`config.mk`:
```
export PLATFORM = sky130hd
export DESIGN_NAME = regfile_commit_queue
export DESIGN_NICKNAME = d
export VERILOG_FILES = /design/src/rtl/regfile_commit_queue.sv
export SDC_FILE = /design/constraint.sdc
export NUM_CORES = 1
export LEC_CHECK = 0
export ABC_AREA = 1
export CORE_ASPECT_RATIO = 1.2
export CORE_MARGIN = 2
export CORE_UTILIZATION = 57
export DETAILED_ROUTE_END_ITERATION = 8
export GPL_TIMING_DRIVEN = 1
export HOLD_SLACK_MARGIN = 0.06
export PLACE_DENSITY_LB_ADDON = 0.3
export SLEW_MARGIN = 5
export SYNTH_ARGS = -nofsm -noshare
export SYNTH_HDL_FRONTEND = slang
export SYNTH_SLANG_ARGS = --single-unit
```
`constraint.sdc`:
```
create_clock -name clk -period 7.4 [get_ports clk]
set_input_delay 1.48 -clock clk [delete_from_list [all_inputs] [get_ports clk]]
set_output_delay 1.48 -clock clk [all_outputs]
set_load 0.05 [all_outputs]
```
`src/rtl/regfile_commit_queue.sv`:
```
// Commit queue between the ROB and the register-file write port.
// Buffers committed {regidx, alias, data} results and writes at most one per cycle.
// Queued entries are committed state: rollback stalls the drain but never flushes it.
module regfile_commit_queue #(
   parameter int unsigned DEPTH  = 4,
   parameter int unsigned DATA_W = 32,
   parameter int unsigned REG_W  = 5,
   parameter int unsigned ROB_W  = 4
) (
   input  logic                     clk,
   input  logic                     rst,
   input  logic                     rdy,
   input  logic                     rollback_signal,
   input  logic                     commit_valid,
   input  logic [REG_W-1:0]         commit_regidx,
   input  logic [ROB_W-1:0]         commit_alias,
   input  logic [DATA_W-1:0]        commit_data,
   output logic                     commit_ready,
   output logic                     rob_has_res,
   output logic [REG_W-1:0]         regidx_from_rob,
   output logic [ROB_W-1:0]         regalias_from_rob,
   output logic [DATA_W-1:0]        result_from_rob,
   input  logic [REG_W-1:0]         query_reg,
   output logic                     query_pending,
   output logic [$clog2(DEPTH):0]   occupancy
);

   localparam int unsigned PTR_W = (DEPTH > 1) ? $clog2(DEPTH) : 1;
   localparam int unsigned CNT_W = $clog2(DEPTH) + 1;

   logic [REG_W-1:0]  regidx_q [DEPTH];
   logic [REG_W-1:0]  regidx_d [DEPTH];
   logic [ROB_W-1:0]  alias_q  [DEPTH];
   logic [ROB_W-1:0]  alias_d  [DEPTH];
   logic [DATA_W-1:0] data_q   [DEPTH];
   logic [DATA_W-1:0] data_d   [DEPTH];
   logic [DEPTH-1:0]  valid_q;
   logic [DEPTH-1:0]  valid_d;
   logic [PTR_W-1:0]  wr_ptr_q;
   logic [PTR_W-1:0]  wr_ptr_d;
   logic [PTR_W-1:0]  rd_ptr_q;
   logic [PTR_W-1:0]  rd_ptr_d;
   logic [CNT_W-1:0]  count_q;
   logic [CNT_W-1:0]  count_d;

   logic push;
   logic pop;
   logic empty;

   // Handshake, write strobe and push/pop qualification
   always_comb begin
      empty        = (count_q == '0);
      commit_ready = (count_q < CNT_W'(DEPTH));
      rob_has_res  = !empty && rdy && !rollback_signal;
      // Register 0 offers complete the handshake but are dropped
      push         = rdy && commit_valid && commit_ready && (commit_regidx != '0);
      pop          = rob_has_res;
      occupancy    = count_q;
   end

   // Head entry drives the write port, zeroed when empty
   always_comb begin
      regidx_from_rob   = '0;
      regalias_from_rob = '0;
      result_from_rob   = '0;
      if (!empty) begin
         regidx_from_rob   = regidx_q[rd_ptr_q];
         regalias_from_rob = alias_q[rd_ptr_q];
         result_from_rob   = data_q[rd_ptr_q];
      end
   end

   // Scoreboard probe: any live entry targeting query_reg
   always_comb begin
      query_pending = 1'b0;
      for (int unsigned i = 0; i < DEPTH; i++) begin
         if (valid_q[i] && (regidx_q[i] == query_reg) && (query_reg != '0)) begin
            query_pending = 1'b1;
         end
      end
   end

   // Next-state for storage, pointers and count
   always_comb begin
      regidx_d = regidx_q;
      alias_d  = alias_q;
      data_d   = data_q;
      valid_d  = valid_q;
      wr_ptr_d = wr_ptr_q;
      rd_ptr_d = rd_ptr_q;
      count_d  = count_q;
      if (push) begin
         regidx_d[wr_ptr_q] = commit_regidx;
         alias_d[wr_ptr_q]  = commit_alias;
         data_d[wr_ptr_q]   = commit_data;
         valid_d[wr_ptr_q]  = 1'b1;
         wr_ptr_d           = wr_ptr_q + PTR_W'(1);
      end
      // Push never targets the head slot while popping: full blocks push, empty blocks pop
      if (pop) begin
         valid_d[rd_ptr_q] = 1'b0;
         rd_ptr_d          = rd_ptr_q + PTR_W'(1);
      end
      count_d = count_q + CNT_W'(push) - CNT_W'(pop);
   end

   // State registers with asynchronous clear
   always_ff @(posedge clk or posedge rst) begin
      if (rst) begin
         for (int unsigned i = 0; i < DEPTH; i++) begin
            regidx_q[i] <= '0;
            alias_q[i]  <= '0;
            data_q[i]   <= '0;
         end
         valid_q  <= '0;
         wr_ptr_q <= '0;
         rd_ptr_q <= '0;
         count_q  <= '0;
      end else begin
         regidx_q <= regidx_d;
         alias_q  <= alias_d;
         data_q   <= data_d;
         valid_q  <= valid_d;
         wr_ptr_q <= wr_ptr_d;
         rd_ptr_q <= rd_ptr_d;
         count_q  <= count_d;
      end
   end

endmodule

```
==> summary.txt <==
Placed design
  • DP HPWL: 11.35 mm
  • # port buffers: 97
  • GPL Wtd Cong: 0.8684
  • Placed Cells: between 1,000 and 1,500
  • Dpl cell area: 9801 um^2

Clock network
  • Clock Latency Late Sink: 420 ps
  • H-tree depth: 4
  • CTS Root Cell: clkbuf_16
  • CTS max path bufs: 2
  • Inserted Clock Buffers: 17
  • Worst-path clk slew: 60 ps
  • Clk sinks: roughly 180
  • CTS tree: built
  • Post-CTS setup buffer count: 0
  • Hold-fix buffers, CTS: 0
  • CTS resizes: 0

Route
  • Initial drt markers: 500
  • Final WL: 19.92 mm
  • Post-DRT Antenna Nets: 0
  • Vias: 7,021
  • DRC viols: 0
  • DR vias/cell: 5.331
  • First drt pass iteration count: 5
  • Avg WL per Cell: approximately 15 um

Floorplanning
  • Core Rows: 50
  • IO Pins: 98
  • Core area: 15,580 um^2
  • Die ar.: 16,950 um^2
  • Die Span X: 119.2 um
  • Die Ht: 142.2 um
  • Effective utilization at floorplan: 58.24%

Critical path
  • CP Capture Type: output pin
  • Reg2reg end: occupancy[2]$_DFF_PP0_
  • FF-to-FF path depth: 8
  • Crit path DAT: 3500 ps
  • WS Path Type: input pin to output pin
  • Slowest Stage Delay on Critical Path: ~800 ps
  • Worst Path Max Fanout: 5
  • Slowest-stage cell, CP: clkdlybuf4s50_1
  • Startpoint types: input pin
  • Worst path required time: 5920 ps
  • Reg2reg start: occupancy[1]$_DFF_PP0_
  • CP Cell Sequence: clkdlybuf4s50_1 > inv_1 > nand2_1 > nand2_1 > nor2_1 > nand3_1 > nand2_1 > nor2_1 > nor2_1 > clkdlybuf4s50_1
  • FF-to-FF setup slack: 4620 ps

STA
  • Clock Skews: about 7.2 ps
  • # setup viols final: 0
  • Final hold vios: 0
  • Slew Limit Fails: 0
  • Period minus WS final: 4978 ps
  • Least-Margin Pin Slew: 1155 ps
  • RSZ-0062 raised after global routing: no
  • Highest clock rate: between 200 and 250 MHz
  • Final Cycle Share: 67.26%
  • Relative slew slack: 22.72%
  • Setup TNS: 0 ps

Final layout
  • Area delta synth->final: 14.95%
  • Layout Nets: between 1,000 and 1,500
  • Sequential cell area: about 4400 um^2
  • Multi-input logic area: about 3800 um^2
  • Layout fillers: 1,314
  • Most common cell after layout, fill and taps aside: nand2_1
  • Share of cells above drive strength 1: between 10% and 20%
  • # diodes: 0
  • Fin area: 10,430 um^2
  • Commonest non-fill, non-tap cells in the layout: nand2_1 (203), dfrtp_1 (173), nor2_1 (164)
  • Fin cells: 1,317

Global routing
  • Global-route wire length before repair: 33.58 mm
  • Gr busiest metal: met2
  • Initial antenna violation count: 0
  • GR Layer Usage met1: 32.17%
  • Largest net degree at the start of global routing: 119
  • Overflow after GRT: 0
  • Met3 Use GR: 4.567%
  • Vias in the first global route: slightly below 7,000
  • Met2 Usage GRT: 42.23%
  • All-layer global routing usage: 24.68%

Synthesis
  • Sequential-to-total area share from yosys stat: 48.27%
  • Synth warnings: 0
  • Syn Inst Count: 1,042
  • Yosys top cell area share: 48.27%
  • Post-Syn Nets: about 1,100
  • Yosys top cell by area: dfrtp_1
  • Area contributors post-synth: dfrtp_1 (48%), o21ai_2 (13%), nand2_1 (8.4%)
  • Post-synthesis cell type count: 30
  • Mean post-synth cell area: 8.707 um^2
  • Yosys reg bits: 175
  • Synth Cell Area: 9072 um^2

Power and ir drop
  • Comb pwr share: 52.9%
  • VDD IR max: 0.0003601 V
  • Sw frac: 46.47%
  • Internal power: 2.978 mW
  • Total power: ~5.6 mW
  • Cell area power density: about 530 nW/um^2
  • Psw: 2.585 mW
  • Clock power frac: 17.1%
  • Flop pwr share: 30.0%
  • LEAKAGE: approximately 4.9 nW

Min path
  • Hold EP: data_q[24]$_DFFE_PP0P_
  • Hold path start: data_q[24]$_DFFE_PP0P_
  • Hold Crit Depth: 2
  • Worst hold path type: register to register

Run
  • Maxcap violations: 0

Outcome
  • Outcome: complete, no violations
==> per-stage QoR <==
stage | hold slack, ps | worst slack, ps | util [%]
after floorplan | 447.9 | 1175 | -
after global placement | 458.3 | 2481 | 62.92
after detailed placement | 461.8 | 2442 | 62.92
after CTS | 477.6 | 2435 | 66.95
after global routing | 495.0 | 2260 | 66.95
final | 474.9 | 2422 | 66.95
==> routing by layer <==
metal  vias up  routed length, um
met5         -                  0
met3        17                906
met2       184               9957
met1      3350               8828
li1       3470                  -
met4         0                226
==> worst max path at each step <==
| stage | startpoint | to | slack [ps] | cells past startpoint |
|---|---|---|---|---|
| final | query_reg[4] | query_pending | 2420 | 10 |
| after global routing | query_reg[1] | query_pending | 2260 | 10 |
| after CTS | query_reg[4] | query_pending | 2430 | 10 |
| after detailed placement | query_reg[4] | query_pending | 2440 | 10 |
| after global placement | query_reg[4] | query_pending | 2480 | 10 |
| after floorplan | rst | alias_q[0]$_DFFE_PP0P_ | 1170 | 1 |
==> synth_stat cells, drive strengths merged <==
| master | n |
|---|---|
| o21ai | 250 |
| nand2 | 226 |
| dfrtp | 175 |
| nor2 | 165 |
| inv | 79 |
| a21oi | 51 |
| buf | 46 |
| clkbuf | 22 |
| ha | 9 |
| nand3 | 5 |
| a22oi | 4 |
| nor3 | 3 |
| xor2 | 3 |
| xnor2 | 2 |
| fa | 1 |
| nand4 | 1 |
==> registers in the layout (all words and copies together), names as in the netlist <==
register / flops
data_q: 128
regidx_q: 20
occupancy: 3
rd_ptr_q: 2
alias_q: 16
wr_ptr_q: 2
valid_q: 4
==> cell type report <==
| type | instances | area share (%) |
|---|---|---|
| inverter | 79 | 2.939 |
| multi-input combinational | 720 | 36.78 |
| tap | 208 | 2.495 |
| clock buffer | 19 | 4.247 |
| sequential | 175 | 42.02 |
| timing repair buffer | 103 | 9.742 |
| clock inverter | 13 | 1.776 |
==> cells by family (layout without fill, tap and decap cells) <==
group / after synthesis / in the layout / share of synthesized area (%)
AOI/OAI and AO/OA: 305 / 305 / 22.40
xor gates and xnor gates: 5 / 5 / 0.4828
adders and majority gates: 10 / 10 / 1.462
buffers and inverters: 147 / 214 / 9.516
DFF: 175 / 175 / 48.27
and+or+nand+nor: 400 / 400 / 17.87
==> power groups by stage <==
stage	clock network, mW	logic (mW)	registers, mW
after global routing	1.00	3.21	1.72
after floorplan	0	2.18	1.63
after CTS	0.963	2.96	1.66
final	0.952	2.94	1.67
after global placement	0	2.89	1.65
after detailed placement	0	2.94	1.67
==> worst max-delay path: cells and delay by family <==
kind / cells / cell delay [ps]
buffers and inverters: 3 / 1500
and+or+nand+nor: 7 / 510
(Power assumes the default switching activity.)
